===== src/rtl/adc_pkg.sv =====
// Shared constants and the offset-binary to two's-complement conversion
// for the ADC front end.
package adc_pkg;

  localparam int unsigned SAMPLE_W           = 8;
  localparam int unsigned DIV_DEFAULT        = 1000;
  localparam int unsigned FIFO_DEPTH_DEFAULT = 4;

  // Flipping the MSB maps offset-binary to signed: 0x00 -> -128, 0x80 -> 0, 0xFF -> +127.
  function automatic logic [SAMPLE_W-1:0] offset_to_signed(input logic [SAMPLE_W-1:0] i_d);
    return {~i_d[SAMPLE_W-1], i_d[SAMPLE_W-2:0]};
  endfunction

endpackage


===== src/rtl/sample_fifo.sv =====
// First-word-fall-through sample buffer with a registered head output.
// Pointers carry one extra wrap bit so full and empty are distinguishable.
module sample_fifo #(
  parameter int unsigned WIDTH = 8,
  parameter int unsigned DEPTH = 4
) (
  input  logic             i_clk,
  input  logic             i_rst,
  input  logic             i_wr_en,
  input  logic [WIDTH-1:0] i_wr_data,
  input  logic             i_rd_en,
  output logic [WIDTH-1:0] o_rd_data,
  output logic             o_empty,
  output logic             o_full
);

  localparam int unsigned AW = $clog2(DEPTH);

  logic [WIDTH-1:0] r_mem [DEPTH];
  logic [AW:0]      r_wr_ptr;
  logic [AW:0]      r_rd_ptr;
  logic [WIDTH-1:0] r_head;

  logic             w_empty;
  logic             w_full;
  logic             w_pop;
  logic             w_push;
  logic [AW:0]      w_wr_ptr_nxt;
  logic [AW:0]      w_rd_ptr_nxt;
  logic [WIDTH-1:0] w_head_nxt;

  assign w_empty = (r_wr_ptr == r_rd_ptr);
  assign w_full  = (r_wr_ptr[AW] != r_rd_ptr[AW]) && (r_wr_ptr[AW-1:0] == r_rd_ptr[AW-1:0]);

  // A write into a full buffer is accepted only when the head leaves in the same cycle.
  assign w_pop  = i_rd_en && !w_empty;
  assign w_push = i_wr_en && (!w_full || w_pop);

  assign w_wr_ptr_nxt = r_wr_ptr + {{AW{1'b0}}, w_push};
  assign w_rd_ptr_nxt = r_rd_ptr + {{AW{1'b0}}, w_pop};

  // Head for the next cycle: the incoming word if it lands at the new read slot.
  always_comb begin
    w_head_nxt = r_head;
    if (w_wr_ptr_nxt != w_rd_ptr_nxt) begin
      if (w_push && (w_rd_ptr_nxt == r_wr_ptr)) begin
        w_head_nxt = i_wr_data;
      end else begin
        w_head_nxt = r_mem[w_rd_ptr_nxt[AW-1:0]];
      end
    end
  end

  always_ff @(posedge i_clk) begin
    if (i_rst) begin
      r_wr_ptr <= '0;
      r_rd_ptr <= '0;
      r_head   <= '0;
    end else begin
      r_wr_ptr <= w_wr_ptr_nxt;
      r_rd_ptr <= w_rd_ptr_nxt;
      r_head   <= w_head_nxt;
    end
  end

  always_ff @(posedge i_clk) begin
    if (w_push) begin
      r_mem[r_wr_ptr[AW-1:0]] <= i_wr_data;
    end
  end

  assign o_rd_data = r_head;
  assign o_empty   = w_empty;
  assign o_full    = w_full;

endmodule


===== src/rtl/adc_front_end.sv =====
// ADC front end: generates the ADC conversion clock, captures each sample,
// converts it to signed and buffers it for the downstream filter.
module adc_front_end
  import adc_pkg::*;
#(
  parameter int unsigned DIV        = DIV_DEFAULT,
  parameter int unsigned FIFO_DEPTH = FIFO_DEPTH_DEFAULT
) (
  input  logic                sys_clk,
  input  logic                rst,
  input  logic [SAMPLE_W-1:0] data_8bit_in,
  output logic                adc_clk,
  output logic [SAMPLE_W-1:0] sample_out,
  output logic                sample_valid,
  input  logic                sample_ready,
  output logic                overrun,
  input  logic                overrun_clr
);

  localparam int unsigned CW = $clog2(DIV);

  logic [CW-1:0] r_div_cnt;
  logic          r_adc_clk;
  logic          r_overrun;

  logic [CW-1:0] w_div_cnt_nxt;
  logic          w_capture;
  logic          w_pop;
  logic          w_empty;
  logic          w_full;
  logic          w_drop;

  // Capture in the last high cycle, just before the ADC clock falls.
  assign w_capture     = (r_div_cnt == CW'(DIV - 1));
  assign w_div_cnt_nxt = w_capture ? '0 : r_div_cnt + CW'(1);

  assign w_pop  = !w_empty && sample_ready;
  assign w_drop = w_capture && w_full && !w_pop;

  always_ff @(posedge sys_clk) begin
    if (rst) begin
      r_div_cnt <= '0;
      r_adc_clk <= 1'b0;
      r_overrun <= 1'b0;
    end else begin
      r_div_cnt <= w_div_cnt_nxt;
      r_adc_clk <= (w_div_cnt_nxt >= CW'(DIV / 2));
      // A drop in the same cycle as a clear keeps the flag set.
      if (w_drop) begin
        r_overrun <= 1'b1;
      end else if (overrun_clr) begin
        r_overrun <= 1'b0;
      end
    end
  end

  sample_fifo #(
    .WIDTH(SAMPLE_W),
    .DEPTH(FIFO_DEPTH)
  ) u_fifo (
    .i_clk    (sys_clk),
    .i_rst    (rst),
    .i_wr_en  (w_capture),
    .i_wr_data(offset_to_signed(data_8bit_in)),
    .i_rd_en  (sample_ready),
    .o_rd_data(sample_out),
    .o_empty  (w_empty),
    .o_full   (w_full)
  );

  assign adc_clk      = r_adc_clk;
  assign sample_valid = !w_empty;
  assign overrun      = r_overrun;

endmodule

===== config.mk =====
export PLATFORM = sky130hd
export DESIGN_NAME = adc_front_end
export DESIGN_NICKNAME = d
export VERILOG_FILES = /design/src/rtl/adc_pkg.sv /design/src/rtl/sample_fifo.sv /design/src/rtl/adc_front_end.sv
export SDC_FILE = /design/constraint.sdc
export NUM_CORES = 1
export LEC_CHECK = 0
export CORE_MARGIN = 2
export CORE_UTILIZATION = 25
export CTS_CLUSTER_SIZE = 16
export DETAILED_ROUTE_END_ITERATION = 7
export HOLD_SLACK_MARGIN = 0.15
export REMOVE_ABC_BUFFERS = 1
export SETUP_SLACK_MARGIN = 0.02
export SYNTH_ARGS = -nofsm -noshare
export SYNTH_HDL_FRONTEND = slang
export SYNTH_SLANG_ARGS = --single-unit

===== constraint.sdc =====
create_clock -name sys_clk -period 3.41 [get_ports sys_clk]
set_clock_uncertainty 0.05 [all_clocks]
set_input_delay 0.5115 -clock sys_clk [delete_from_list [all_inputs] [get_ports sys_clk]]
set_output_delay 0.5115 -clock sys_clk [all_outputs]
set_load 0.01 [all_outputs]

==> results of run 1 <==
[final cells by class]
cell class	instances	area [um2]	share of cell area
Inverter	11	41.3	0.0125
Clock inverter	5	103	0.0310
Tap cell	136	170	0.0515
Multi-Input combinational cell	125	1090	0.329
Sequential cell	58	1480	0.448
Clock buffer	11	141	0.0428
Timing Repair Buffer	30	280	0.0848
[where the power goes]
part | total, mW | switching, mW | internal, mW | leakage, nW
combinational | 0.0321 | 0.0164 | 0.0157 | 0.602
sequential | 0.743 | 0.00370 | 0.739 | 0.497
clock | 0.777 | 0.273 | 0.504 | 0.121
[Yosys cell counts, types with 2 or more instances]
master,n
clkbuf_1,3
dfxtp_1,26
and3_1,2
nor4_1,2
a21oi_1,3
xnor2_1,11
nand3_1,20
o211ai_2,8
xor2_1,7
nand4_1,2
inv_1,10
xor2_4,2
nand2_1,10
edfxtp_1,32
nor2_1,18
mux4_1,7
ha_1,5
nor3_1,3
nor2b_1,6
[cells by family after synthesis]
logic type | after synthesis
XOR/XNOR | 22
buffers and inverters | 17
multiplexers | 8
AND/OR/NAND/NOR | 70
AO/OA/AOI/OAI | 20
adder cells (fa/ha/maj) | 5
flip-flops | 58
[layout by cell type (no fill, tap or decap), types with 5 or more instances in the layout]
cell type	synthesis	routed
ha_1	5	5
nor2_1	18	18
mux4_1	7	7
nand3_1	20	20
edfxtp_1	32	32
nor2b_1	6	6
xnor2_1	11	11
clkdlybuf4s50_1	0	22
inv_1	10	10
buf_4	0	8
o211ai_2	8	8
dfxtp_1	26	26
nand2_1	10	10
clkbuf_8	1	10
xor2_1	7	7
[state kept, by name (all words and copies together) (netlist names)]
name,count
u_fifo.r_mem,32
r_div_cnt,10
u_fifo.o_rd_data,8
adc_clk,1
overrun,1
u_fifo.r_rd_ptr,3
u_fifo.r_wr_ptr,3
[path summary, 6_finish.rpt]
check / to / slack, ns / cells past startpoint
setup / recovery: u_fifo.o_rd_data[0] / 0.49 / 12
hold / removal: r_div_cnt[0] / 0.43 / 1
setup reg to reg: u_fifo.o_rd_data[0] / 0.49 / 12
hold reg to reg: r_div_cnt[0] / 0.43 / 1
[metrics by stage]
| step | hold WS (ns) | std cells | power, mW | area (um2) |
|---|---|---|---|---|
| 2_1_floorplan | 0.395 | 194 | 0.766 | 2610 |
| 3_3_place_gp | 0.417 | 360 | 0.790 | 3060 |
| 3_5_place_dp | 0.425 | 360 | 0.790 | 3060 |
| 4_1_cts | 0.438 | 376 | 1.57 | 3300 |
| 5_1_grt | 0.468 | 376 | 1.61 | 3300 |
| 6_report | 0.431 | 376 | 1.55 | 3300 |
[per-layer routing]
| metal | wire length, um | GRT usage | vias up |
|---|---|---|---|
| li1 | - | - | 813 |
| met2 | 2470 | 0.154 | 37 |
| met5 | 0 | 0 | - |
| met4 | 129 | 0.0594 | 0 |
| met3 | 256 | 0.0419 | 10 |
| met1 | 2310 | 0.116 | 800 |
[critical path: cells and delay by family, from the launching register on]
| family | cells | cell delay (ns) |
|---|---|---|
| and+or+nand+nor | 4 | 0.90 |
| AOI/OAI and AO/OA | 2 | 0.20 |
| buffers and inverters | 1 | 0.24 |
| xor gates and xnor gates | 2 | 0.36 |
| DFF | 1 | 0.39 |
| adders and majority gates | 3 | 0.67 |
==> out/qor.txt, run 1 <==
Status: completed
CTS max path bufs: 2
Largest net degree at the start of global routing: 12
CTS tree: built
Critical path data required time: 3.58 ns
CP peak stage delay: 0.39 ns
Yosys cell types: 42
Area share of the largest cell type after synthesis: 0.363
CP Capture Type: register
Die area: 11400 um2
Root Buffer: clkbuf_8
Mux contribution to synthesized area: 0.0781
Main combinational cell family by area after synthesis: simple AND/OR/NAND/NOR gates
Post-synthesis simple-gate area fraction: 0.134
Yosys reg bits: 58
Arr. time, crit path: 3.10 ns
Final hold vios: 0
Ys async rst share: 0
Mapped cell area: 2640 um2
Final Max Tran Viols: 0
Remaining antenna violation count: 0
GRT Resource Usage Total: 0.0999
Post-CTS setup buffer count: 0
Synth Area in Adders: 0.0237
Fillers: 1026
Maximum vdd drop: 0.140 mV
Mapped Cells: 200
Residual DRC: 0
Kind of critical path: reg2reg
Hold Path Class: reg2reg
Post-synth EDFFs: 32
Leading area contributor after synthesis: edfxtp_1
Die width: 107 um
Highest Clock Rate: 0.342 GHz
Relative slew slack: 0.684
Startpoint types: register
Crit share post-route: 0.856
Worst-skew pair later-pin latency: 0.34 ns
Final nets: 252
Hold Crit Start: r_div_cnt[0]
Worst Setup SP: r_div_cnt[0]
DIE HEIGHT: 107 um
Pre-CTS WS: 0.356 ns
Post-Route WL: 5.17 mm
Num CTS Buffers: 9
DP HPWL: 3.59 mm
Worst-Margin Slew: 0.474 ns
GP Congestion: 0.840
Top_reg_cell synth: edfxtp_1
Worst-path maximum fanout: 8
Post-route minimum period: 2.92 ns
H-tree levels: 3
First-pass GRT wire length: 8.35 mm
Final WS setup: 0.490 ns
Synth top area cells: edfxtp_1 36%, dfxtp_1 20%, mux4_1 7.0%, nand3_1 3.8%, o211ai_2 3.8%
Compound-Gate Fraction of Synth Area: 0.0795
Via density: 4.41
RSZ-0062 raised after global routing: false
ANT cells: 0
Vias in the first global route: 1681
Area delta synth->final: 25.0%
Core ar.: 10300 um2
Routed len/inst: 13.8 um
Most frequent CP cell: ha_1
Buffers on Ports: 22
DR pass1 iterations: 4
CTS clk-pin slew, worst paths: 0.07 ns
Finish-stage setup viols: 0
Clock Sinks: 58
Vias: 1660
FF-to-FF Start: r_div_cnt[0]
Layout cell share with drive strength beyond 1: 0.167
Num rows: 37
Post-Synth XOR/XNOR Area: 0.0956
Post-CTS sizing: 0
CTS Hold Bufs: 0
Starting Density: 0.257
Slowest-stage cell, CP: dfxtp_1
Final core occ: 0.322
Syn Area/Cell: 13.2 um2
DRT iter0 DRCs: 65
Sequential area share after synthesis: 0.560
Critical-path cell list: ha_1 > nand2_1 > nor4_1 > nor2b_1 > ha_1 > ha_1 > xor2_1 > xnor2_1 > nand3_2 > o311ai_2 > buf_4 > o211ai_2
Final setup TNS: 0 ns
Grt ovf: 0
Initial antenna violation count: 0
Maxcap violations: 0
Leakage dissipation: 1.22 nW
Io pins: 23
Syn. warnings: 0
PD cells: 470 nW/um2
Note: power is estimated with default switching activity, not from simulation.
==> inputs of run 2 (changes only) <==
ABC_AREA = 1   (was unset)
==> out/qor.txt, run 2 <==
Area share of the largest cell type after synthesis: 0.362
Worst-Margin Slew: 0.436 ns
Hold Path Class: reg2reg
Residual DRC: 0
FF-to-FF Start: r_div_cnt[0]
Worst Hold Path EP: overrun
Leading area contributor after synthesis: edfxtp_1
Compound-Gate Fraction of Synth Area: 0.0490
Core ar.: 10300 um2
Final nets: 344
Kind of critical path: reg2reg
Worst-skew pair later-pin latency: 0.33 ns
Clock Sinks: 58
DP HPWL: 3.78 mm
Routed len/inst: 12.0 um
Syn Area/Cell: 9.06 um2
Layout cell share with drive strength beyond 1: 0.133
Worst R2R Path Depth: 15
CP peak stage delay: 0.38 ns
Vias: 1997
Final hold vios: 0
Worst Hold Path Cells: 2
Ys async rst share: 0
Slowest-stage cell, CP: dfxtp_1
Synth Area in Adders: 0.0236
Highest Clock Rate: 0.389 GHz
Hold Crit Start: overrun
Arr. time, crit path: 2.78 ns
Syn. warnings: 0
Most frequent CP cell: ha_1
Finish-stage setup viols: 0
Post-CTS setup buffer count: 0
Yosys cell types: 29
Commonest non-fill, non-tap cell in the layout: nand2_1
Yosys reg bits: 58
Synth top area cells: edfxtp_1 36%, dfxtp_1 20%, nand3_1 8.7%, nand2_1 8.5%, nor2_1 4.1%
GP Congestion: 0.748
Commonest cells in the netlist: 60 x nand2_1, 46 x nand3_1, 32 x edfxtp_1
Number of flip-flops in the largest register: 32
Num rows: 37
Sequential area share after synthesis: 0.558
Mapped cell area: 2660 um2
Final setup TNS: 0 ns
H-tree levels: 3
Largest net degree at the start of global routing: 19
Reg2reg setup slack: 0.84 ns
Starting Density: 0.257
Critical path data required time: 3.62 ns
CTS clk-pin slew, worst paths: 0.06 ns
Post-synth EDFFs: 32
Post-Synth XOR/XNOR Area: 0.0264
Num CTS Buffers: 9
Top_reg_cell synth: edfxtp_1
RSZ-0062 raised after global routing: false
CTS Hold Bufs: 0
DRT iter0 DRCs: 106
Final Max Tran Viols: 0
Crit share post-route: 0.753
Startpoint types: register
Multi-input logic area: 993 um2
DR pass1 iterations: 4
Remaining antenna violation count: 0
Maxcap violations: 0
Mapped Cells: 293
Most frequent cells in the layout: 60 x nand2_1, 46 x nand3_1, 32 x edfxtp_1
Root Buffer: clkbuf_8
CTS max path bufs: 2
DIE HEIGHT: 107 um
FF+latch area: 1480 um2
Leakage dissipation: 1.29 nW
ANT cells: 0
CTS tree: built
PD cells: 423 nW/um2
First-pass GRT wire length: 9.33 mm
Post-Route WL: 5.64 mm
Post-CTS sizing: 0
Post-synthesis simple-gate area fraction: 0.275
Post-route minimum period: 2.57 ns
Die width: 107 um
Main combinational cell family by area after synthesis: simple AND/OR/NAND/NOR gates
Area delta synth->final: 22.1%
Die area: 11500 um2
GRT Resource Usage Total: 0.107
Vias in the first global route: 1865
Count leader, synth: nand2_1
Via density: 4.27
CP Capture Type: register
Mux contribution to synthesized area: 0
Capturing point of the worst reg2reg path: u_fifo.o_rd_data[6]
Fillers: 1034
Grt ovf: 0
Relative slew slack: 0.709
Io pins: 23
Initial antenna violation count: 0
Fin Hold WS: 0.412 ns
Critical-path cell list: ha_1 > nand2_1 > inv_2 > nand3_1 > nor2_4 > inv_1 > nor2_1 > ha_1 > ha_1 > xor2_1 > nor2_1 > nand3_4 > nand2_1 > inv_1 > a21oi_1
Worst-path maximum fanout: 16
Maximum vdd drop: 0.204 mV
Buffers on Ports: 22
Status: completed
run 2: cells by family (layout without fill, tap and decap cells):
kind of cell	after synthesis	after routing
AO/OA/AOI/OAI	24	24
XOR/XNOR	8	8
adder cells (fa/ha/maj)	5	5
buffers and inverters	43	82
flip-flops	58	58
AND/OR/NAND/NOR	155	155
run 2: how the worst max path moves through the flow:
stage / from / to / slack [ns] / depth (start not counted)
4_1_cts: r_div_cnt[0] / u_fifo.o_rd_data[2] / 0.83 / 15
5_1_grt: r_div_cnt[0] / u_fifo.o_rd_data[0] / 0.53 / 16
6_report: r_div_cnt[0] / u_fifo.o_rd_data[6] / 0.84 / 15
3_3_place_gp: sample_ready / u_fifo.o_rd_data[3] / 0.64 / 13
3_5_place_dp: sample_ready / u_fifo.o_rd_data[3] / 0.57 / 13
2_1_floorplan: u_fifo.r_wr_ptr[0] / u_fifo.o_rd_data[3] / 1.00 / 13
run 2: layout make-up:
cell class,count,area share
Clock inverter,6,0.0181
Clock buffer,10,0.0394
Sequential cell,58,0.457
Multi-Input combinational cell,192,0.306
Inverter,37,0.0428
Tap cell,136,0.0525
Timing Repair Buffer,29,0.0841
run 2: metal layers:
metal	track usage	wire length (um)	share of wire
met5	0	0	0
met4	0.0501	95	0.017
met3	0.0274	301	0.053
met2	0.167	2670	0.47
met1	0.137	2580	0.46
run 2: through the flow:
step                      power, mW  worst slack, ns  cells  area, um2   util
after global routing           1.43            0.534    468       3240  0.314
after CTS                      1.39            0.828    468       3240  0.314
after floorplan               0.764             1.00    287       2610      -
after global placement        0.788            0.638    452       3060  0.296
final                          1.37            0.841    468       3240  0.314
after detailed placement      0.789            0.566    452       3060  0.296
run 2: power breakdown:
group          switching (mW)  internal, mW  total (mW)
logic                  0.0166        0.0153      0.0319
clock network           0.265         0.333       0.598
registers             0.00250         0.739       0.741
total                   0.284          1.09        1.37
run 2: worst max-delay path, delay by kind of cell, from the launching register on:
kind                     cells  cell delay [ns]
adder cells (fa/ha/maj)      3             0.60
XOR/XNOR                     1             0.15
AO/OA/AOI/OAI                1             0.11
flip-flops                   1             0.38
AND/OR/NAND/NOR              7             1.01
buffers and inverters        3             0.19
==> inputs of run 3 (changes only) <==
clock period = 2.6 ns   (was 3.41 ns; I/O delays follow)
==> out/qor.txt, run 3 (same netlist as run 2, synthesis figures left out) <==
Status: completed
Leakage dissipation: 1.37 nW
CTS Hold Bufs: 0
RSZ-0062 raised after global routing: false
Layout cell share with drive strength beyond 1: 0.223
Critical path data required time: 2.78 ns
Highest Clock Rate: 0.416 GHz
WP buf/inv: 3
Post-Route WL: 6.00 mm
Cell family with most CP delay: simple AND/OR/NAND/NOR gates
Io pins: 23
ANT cells: 0
Remaining antenna violation count: 0
Hold Path Class: reg2reg
Num rows: 37
PD cells: 556 nW/um2
Number of flip-flops in the largest register: 32
Startpoint types: register
CTS clk-pin slew, worst paths: 0.06 ns
Most frequent CP cell: ha_2
Vias: 2088
Slowest-stage cell, CP: dfxtp_2
Core ar.: 10300 um2
Met2 usage: 0.178
Area delta synth->final: 30.1%
Clock Sinks: 58
First-pass GRT wire length: 9.65 mm
Placed cell areas: 3120 um2
Root Buffer: clkbuf_8
CP peak stage delay: 0.34 ns
Die area: 11500 um2
Pre-CTS WS: -0.0232 ns
GP Congestion: 0.784
Final WS setup: 0.198 ns
Worst-path maximum fanout: 8
DIE HEIGHT: 107 um
Post-route minimum period: 2.40 ns
DR pass1 iterations: 4
Commonest non-fill, non-tap cell in the layout: nand2_1
Residual DRC: 0
Relative slew slack: 0.711
Vias in the first global route: 2097
Largest net degree at the start of global routing: 19
Die width: 107 um
Maximum vdd drop: 0.305 mV
Starting Density: 0.257
Final Max Tran Viols: 0
Kind of critical path: reg2reg
Met1 GRT Util: 0.132
CTS max path bufs: 2
Worst-Margin Slew: 0.433 ns
Final hold vios: 0
Critical-path cell list: ha_2 > nand2_1 > inv_2 > nand3_2 > nor2_4 > inv_1 > nor2_1 > ha_2 > ha_4 > xnor2_2 > xor2_1 > nor2_2 > buf_6 > nand3_4 > o21ai_2 > a21oi_1
Grt met3 use: 0.0231
Via density: 4.34
DP HPWL: 3.88 mm
Final setup TNS: 0 ns
Fillers: 1047
Most frequent cells in the layout: 59 x nand2_1, 45 x nand3_1, 32 x edfxtp_1
Buffers on Ports: 22
Maxcap violations: 0
Final nets: 357
Arr. time, crit path: 2.58 ns
Initial antenna violation count: 0
Worst-skew pair later-pin latency: 0.34 ns
CP Capture Type: register
GRT Resource Usage Total: 0.109
Fin area: 3450 um2
Grt ovf: 0
H-tree levels: 3
Routed len/inst: 12.5 um
Finish-stage setup viols: 0
Num CTS Buffers: 9
CTS tree: built
Crit share post-route: 0.924
DRT iter0 DRCs: 91
Global route hottest layer: met2
==> run 3: metrics by stage <==
| step | utilization | power [mW] | hold WS (ns) | instances |
|---|---|---|---|---|
| 2_1_floorplan | - | 1.00 | 0.383 | 287 |
| 3_3_place_gp | 0.303 | 1.03 | 0.401 | 461 |
| 3_5_place_dp | 0.303 | 1.04 | 0.408 | 461 |
| 4_1_cts | 0.324 | 1.93 | 0.423 | 477 |
| 5_1_grt | 0.335 | 1.98 | 0.382 | 481 |
| 6_report | 0.335 | 1.92 | 0.368 | 481 |
==> run 3: worst paths after layout <==
path | startpoint | to | slack [ns] | depth (start not counted)
worst max-delay path | r_div_cnt[0] | u_fifo.o_rd_data[6] | 0.20 | 16
worst min-delay path | r_div_cnt[0] | r_div_cnt[0] | 0.37 | 1
worst max register to register | r_div_cnt[0] | u_fifo.o_rd_data[6] | 0.20 | 16
worst min register to register | r_div_cnt[0] | r_div_cnt[0] | 0.37 | 1
==> run 3: report_power, final <==
group	switching (mW)	internal, mW	total [mW]	leakage (nW)
Clock	0.366	0.537	0.902	0.105
Combinational	0.0238	0.0226	0.0464	0.766
Sequential	0.00305	0.969	0.972	0.500
==> run 3: metal layers <==
| layer | up-vias | routed length (um) |
|---|---|---|
| met3 | 13 | 187 |
| li1 | 1068 | - |
| met2 | 39 | 2820 |
| met5 | - | 0 |
| met1 | 968 | 2820 |
| met4 | 0 | 160 |
==> run 3: timing repair <==
| item | in CTS | in global routing |
|---|---|---|
| setup buffers | 0 | 3 |
| endpoints found under the hold margin | 0 | 0 |
| gates resized for setup | 0 | 23 |
| setup endpoints to repair | 0 | 8 |
==> run 3: area by class of cell <==
cell class              instances  area, um2  area share
clock inverters                 7       93.8      0.0272
inverters                      37        139      0.0402
flip-flops and latches         58       1490       0.432
multi-input cells             193       1070       0.309
repair buffers                 41        367       0.106
well taps                     136        170      0.0493
clock buffers                   9        124      0.0359
